## src/rtl/intr_pkg.sv

```systemverilog
// -----------------------------------------------------------------------------
// intr_pkg
// Shared definitions for the interrupt controller slice:
//   - default source count and cause-index width
//   - handshake state enumeration used by the controller FSM
// -----------------------------------------------------------------------------
package intr_pkg;

   // Default geometry: four peripheral lines, two-bit cause index.
   localparam int unsigned N_SRC_DEF   = 4;
   localparam int unsigned CAUSE_W_DEF = 2;

   // Handshake with the CPU:
   //   ST_IDLE    - nothing presented, waiting for an enabled pending source
   //   ST_REQ     - Intr asserted, waiting for Inta
   //   ST_SERVICE - handler running, waiting for Eoi
   typedef enum logic [1:0] {
      ST_IDLE    = 2'd0,
      ST_REQ     = 2'd1,
      ST_SERVICE = 2'd2
   } intr_state_e;

endpackage : intr_pkg

```

## src/rtl/intr_prio_enc.sv

```systemverilog
// -----------------------------------------------------------------------------
// intr_prio_enc
// Combinational fixed-priority encoder: the lowest set index of req wins.
//
// Ports:
//   req   in  [N_SRC-1:0]   request vector (already masked by the caller)
//   idx   out [CAUSE_W-1:0] index of the winning request (0 when none)
//   valid out 1             at least one request bit is set
// -----------------------------------------------------------------------------
module intr_prio_enc
   import intr_pkg::*;
#(
   parameter int unsigned N_SRC   = N_SRC_DEF,
   parameter int unsigned CAUSE_W = CAUSE_W_DEF
) (
   input  logic [N_SRC-1:0]   req,
   output logic [CAUSE_W-1:0] idx,
   output logic               valid
);

   always_comb begin
      // NOTE: every output of a combinational block gets a default before any
      // conditional assignment, otherwise synthesis infers a latch.
      idx   = '0;
      valid = |req;
      // Scan from the top down so the lowest set index is the last write.
      for (int i = int'(N_SRC) - 1; i >= 0; i--) begin
         if (req[i]) begin
            idx = CAUSE_W'(i);
         end
      end
   end

endmodule : intr_prio_enc

```

## src/rtl/intr_controller.sv

```systemverilog
// -----------------------------------------------------------------------------
// intr_controller
// Edge-triggered, maskable, fixed-priority interrupt controller that drives the
// CPU's Intr/Inta handshake and waits for end-of-interrupt before presenting
// the next request. No nesting: arrivals during a handshake only accumulate in
// Pending.
//
// Ports:
//   Clk        in  1         rising-edge clock
//   Reset      in  1         synchronous, active-high reset
//   Irq        in  N_SRC     peripheral request lines (rising edge posts)
//   MaskWe     in  1         enable-mask write strobe
//   MaskWdata  in  N_SRC     new enable mask (1 = enabled)
//   Inta       in  1         CPU acknowledge pulse (honoured only in REQ)
//   Eoi        in  1         end-of-interrupt pulse (honoured only in SERVICE)
//   Intr       out 1         registered interrupt request to the CPU
//   Cause      out CAUSE_W   registered index of requested/in-service source
//   Pending    out N_SRC     posted, not yet acknowledged requests
//   Mask       out N_SRC     current enable mask
// -----------------------------------------------------------------------------
module intr_controller
   import intr_pkg::*;
#(
   parameter int unsigned N_SRC   = N_SRC_DEF,
   parameter int unsigned CAUSE_W = CAUSE_W_DEF  // must equal clog2(N_SRC)
) (
   input  logic               Clk,
   input  logic               Reset,
   input  logic [N_SRC-1:0]   Irq,
   input  logic               MaskWe,
   input  logic [N_SRC-1:0]   MaskWdata,
   input  logic               Inta,
   input  logic               Eoi,
   output logic               Intr,
   output logic [CAUSE_W-1:0] Cause,
   output logic [N_SRC-1:0]   Pending,
   output logic [N_SRC-1:0]   Mask
);

   // ---------------------------------------------------------------------------
   // State
   // ---------------------------------------------------------------------------
   intr_state_e        state_q,   state_d;
   logic [N_SRC-1:0]   history_q, history_d;
   logic [N_SRC-1:0]   pending_q, pending_d;
   logic [N_SRC-1:0]   mask_q,    mask_d;
   logic               intr_q,    intr_d;
   logic [CAUSE_W-1:0] cause_q,   cause_d;

   // ---------------------------------------------------------------------------
   // Edge detect
   // History resets to zero, so a line already high when reset releases is
   // seen as a rise on the first cycle; a line held high rises only once.
   // ---------------------------------------------------------------------------
   logic [N_SRC-1:0] rise;

   always_comb begin
      history_d = Irq;
      rise      = Irq & ~history_q;
   end

   // ---------------------------------------------------------------------------
   // Arbitration over enabled pending sources
   // ---------------------------------------------------------------------------
   logic [N_SRC-1:0]   enabled_req;
   logic [CAUSE_W-1:0] win_idx;
   logic               win_valid;

   assign enabled_req = pending_q & mask_q;

   intr_prio_enc #(
      .N_SRC   (N_SRC),
      .CAUSE_W (CAUSE_W)
   ) u_prio_enc (
      .req   (enabled_req),
      .idx   (win_idx),
      .valid (win_valid)
   );

   // ---------------------------------------------------------------------------
   // Handshake FSM, next-state and registered outputs
   // ---------------------------------------------------------------------------
   logic ack;  // Inta accepted this cycle

   always_comb begin
      state_d = state_q;
      intr_d  = intr_q;
      cause_d = cause_q;
      ack     = 1'b0;

      unique case (state_q)
         ST_IDLE: begin
            intr_d = 1'b0;
            if (win_valid) begin
               // Cause is captured once here and frozen for the whole
               // handshake; later arrivals or mask writes cannot retarget it.
               cause_d = win_idx;
               intr_d  = 1'b1;
               state_d = ST_REQ;
            end
         end

         ST_REQ: begin
            intr_d = 1'b1;
            if (Inta) begin
               ack     = 1'b1;
               intr_d  = 1'b0;
               state_d = ST_SERVICE;
            end
         end

         ST_SERVICE: begin
            intr_d = 1'b0;
            if (Eoi) begin
               state_d = ST_IDLE;
            end
         end

         default: begin
            intr_d  = 1'b0;
            state_d = ST_IDLE;
         end
      endcase
   end

   // ---------------------------------------------------------------------------
   // Pending and mask registers
   // ---------------------------------------------------------------------------
   always_comb begin
      pending_d = pending_q;
      // Clear the acknowledged source first so a coincident rise on the same
      // bit re-posts it (set wins).
      for (int i = 0; i < int'(N_SRC); i++) begin
         if (ack && (cause_q == CAUSE_W'(i))) begin
            pending_d[i] = 1'b0;
         end
      end
      pending_d = pending_d | rise;

      // Mask writes never touch Pending; masked sources simply wait.
      mask_d = MaskWe ? MaskWdata : mask_q;
   end

   // ---------------------------------------------------------------------------
   // Registers
   // ---------------------------------------------------------------------------
   always_ff @(posedge Clk) begin
      // NOTE: sequential state uses non-blocking assignments so every flop
      // samples pre-edge values regardless of statement order.
      if (Reset) begin
         state_q   <= ST_IDLE;
         history_q <= '0;
         pending_q <= '0;
         mask_q    <= '1;
         intr_q    <= 1'b0;
         cause_q   <= '0;
      end else begin
         state_q   <= state_d;
         history_q <= history_d;
         pending_q <= pending_d;
         mask_q    <= mask_d;
         intr_q    <= intr_d;
         cause_q   <= cause_d;
      end
   end

   // ---------------------------------------------------------------------------
   // Outputs
   // ---------------------------------------------------------------------------
   assign Intr    = intr_q;
   assign Cause   = cause_q;
   assign Pending = pending_q;
   assign Mask    = mask_q;

endmodule : intr_controller

```

## config.mk

```make
export PLATFORM = sky130hd
export DESIGN_NAME = intr_controller
export DESIGN_NICKNAME = d
export VERILOG_FILES = /design/src/rtl/intr_pkg.sv /design/src/rtl/intr_prio_enc.sv /design/src/rtl/intr_controller.sv
export SDC_FILE = /design/constraint.sdc
export NUM_CORES = 1
export LEC_CHECK = 0
export BUFFER_PORTS_ARGS = -buffer_cell sky130_fd_sc_hd__buf_2
export CAP_MARGIN = 20
export CORE_UTILIZATION = 30
export CTS_CLUSTER_SIZE = 20
export DETAILED_ROUTE_END_ITERATION = 8
export PLACE_DENSITY = 0.54
export SLEW_MARGIN = 20
export SYNTH_ARGS = -nofsm -noshare
export SYNTH_HDL_FRONTEND = slang
export SYNTH_SLANG_ARGS = --single-unit
```

## constraint.sdc

```tcl
create_clock -name Clk -period 1.5 [get_ports Clk]
set_input_delay 0.15 -clock Clk [delete_from_list [all_inputs] [get_ports Clk]]
set_output_delay 0.15 -clock Clk [all_outputs]
set_load 0.01 [all_outputs]
```

==> flow_summary_export.csv <==
group,metric,value,unit
yosys,yosys.cell_types.count,21,
min_path,min_path_type,"in2reg",
yosys,seq_area_frac_synth,52.6,%
worst_setup_path,crit_arrival,1.36,ns
clocking,ctsHoldBuffers,0,
worst_setup_path,worst_setup_path_end_kind,"flip-flop",
clocking,cts_sinks,17,
floorplan,core.rowCount,16,
worst_setup_path,crit_type,"reg2reg",
clocking,cts_resized,0,
sta,skew,0.00307,ns
clocking,clk_latency,0.30,ns
worst_setup_path,max_stage_delay,0.48,ns
power,leakage,0.000349,uW
grt,grt_overflow,0,
status,status,"finished, final reports clean",
worst_setup_path,crit_buf_inv,0,
routing,wl_per_cell,11.3,um
power,clock_power_share,27.1,%
clocking,cts_root_buf,"clkbuf_4",
layout,multi_input_area,298,um^2
routing,drtIter0Drc,7,
sta,slew_headroom,78.7,%
yosys,async_flop_share,0,%
yosys,syn-mean-instance-area,9.95,um^2
worst_setup_path,path_cells,"nor2_2 > a31o_1 > a221oi_2",
sta,setup_violations,0,
worst_setup_path,rrSetupSlack,0.36,ns
power,power_frac_seq,56.0,%
floorplan,die_area,2350,um^2
power,p_comb_share,16.9,%
layout,drive_above_1_share,31.9,%
grt,grt_max_degree,18,
place,dp_slack,0.390,ns
routing,drc,0,
routing,ant_nets,0,
yosys,synth-main-ff-cell,"dfxtp_1",
floorplan,fp.coreArea,2000,um^2
worst_setup_path,path_max_fanout,8,
place,gp_congestion,0.863,
layout,final_cell_mix,"buf_2, dfxtp_1, nor2b_1",
grt,antenna_found_initial,0,
layout,ff_latch_area,340,um^2
sta,period_minus_slack,1.14,ns
clocking,cts_buffers,3,
yosys,synth_nets,78,
layout,fin_util,40.8,%
worst_setup_path,startpoint_type,"flip-flop",
floorplan,die_w,48.4,um
sta,drv_slew,0,
clocking,cts.reportedPaths.clkPinSlew,0.10,ns
sta,max_freq,879,MHz
sta,max_slew.worst_pin.slew,0.320,ns
yosys,synth_area,647,um^2
power,sw_frac_of_total,28.2,%
yosys,yosysWarnings,0,
worst_setup_path,crit_family,"flip-flops",
place,hpwlAfterDp,938,um
power,internal_power,672,uW
yosys,syn_inst,65,
layout,layout_commonest_cell,"buf_2",
clocking,htreeDepth,1,
floorplan,die_y,48.4,um
routing,wl,1.34,mm
layout,fillCellCount,207,
sta,post-route-worst-setup-slack,0.362,ns
routing,dr_total_vias,569,
layout,fin_cells,118,
worst_setup_path,critPathRequiredTime,1.72,ns
layout,nNetsFinal,105,
grt,grt_pass1_wl,2.42,mm
clocking,clockBufferDepth,2,
power,cellPowerDensity,1150,nW/um^2
clocking,cts_tree,"yes",
routing,vias_per_cell,4.82,
flow_run,cap_violations,0,
clocking,cts_setup_buffers,0,
place,placed_cells,114,
power,irDropWorstVdd,0.717,mV
layout,syn_to_final_growth,26.3,%
grt,grt_pass1_vias,506,
routing,dr.pass1.iters,4,
sta,finalSetupTns,0,ns
sta,hold_viol,0,
power,switchingPower,264,uW
place,port_buffers,23,
sta,rsz0062_at_grt,"false",
layout,antenna_cells,0,
grt,grtUsageTotal,13.7,%
yosys,synth-seq-cells,17,
worst_setup_path,cp_slowest_cell,"dfxtp_1",
sta,fin_crit_sh,75.9,%
floorplan,start_util,32.3,%
floorplan,ios,24,
yosys,synth_edf_count,0,
-- cells in the mapped netlist, types with 2 or more instances --
cell type | number | share of area (%)
a211o_1 | 4 | 5.4
dfxtp_1 | 17 | 53
nor2b_1 | 8 | 7.7
nand2_1 | 6 | 3.5
a21oi_1 | 6 | 4.6
o21ai_0 | 5 | 3.9
nand2b_1 | 4 | 3.9
a31oi_1 | 2 | 1.9
-- power groups by stage --
stage | Combinational [uW] | Clock, uW | Sequential, uW
after floorplan | 84.4 | 0 | 541
after global placement | 157 | 0 | 533
after detailed placement | 157 | 0 | 534
after CTS | 159 | 262 | 523
after global routing | 178 | 286 | 532
final | 158 | 253 | 524
-- path summary, 6_finish.rpt --
check	start	endpoint	cells after the start
worst max-delay path	state_q[0]$_SDFFE_PP0P_	Cause[0]$_SDFFE_PP0P_	3
worst min register to register	history_q[0]$_SDFF_PP0_	Pending[0]$_SDFF_PP0_	2
worst max register to register	state_q[0]$_SDFFE_PP0P_	Cause[0]$_SDFFE_PP0P_	3
worst min-delay path	MaskWdata[0]	Mask[0]$_SDFFE_PP1P_	2
-- sequential cells by signal (all words and copies together), names as in the netlist --
signal,count
history_q,4
Cause,2
state_q,2
Mask,4
Intr,1
Pending,4
-- metrics by stage --
step	total power (uW)	instance area, um^2	hold slack (ns)
2_1_floorplan	625	647	0.222
3_3_place_gp	689	791	0.354
3_5_place_dp	691	791	0.359
4_1_cts	945	817	0.0380
5_1_grt	996	817	0.0284
6_report	936	817	0.0470
-- cells by family after synthesis --
kind of cell           share of synthesized area, %
AND/OR/NAND/NOR                                22.2
AO/OA/AOI/OAI                                  23.8
buffers and inverters                          1.35
flip-flops                                     52.6
-- layout make-up --
cell class	count	share of cell area, %
Timing Repair Buffer	23	14.1
Multi-Input combinational cell	46	36.4
Inverter	1	0.459
Sequential cell	17	41.7
Tap cell	27	4.13
Clock buffer	4	3.22
-- per-layer routing --
| layer | global-route usage, % | vias to the layer above | wire length, um |
|---|---|---|---|
| met1 | 18.1 | 261 | 633 |
| met2 | 18.5 | 19 | 574 |
| li1 | - | 287 | - |
| met5 | 0 | - | 0 |
| met4 | 5.88 | 0 | 18 |
| met3 | 6.92 | 2 | 112 |
(Power assumes the default switching activity.)
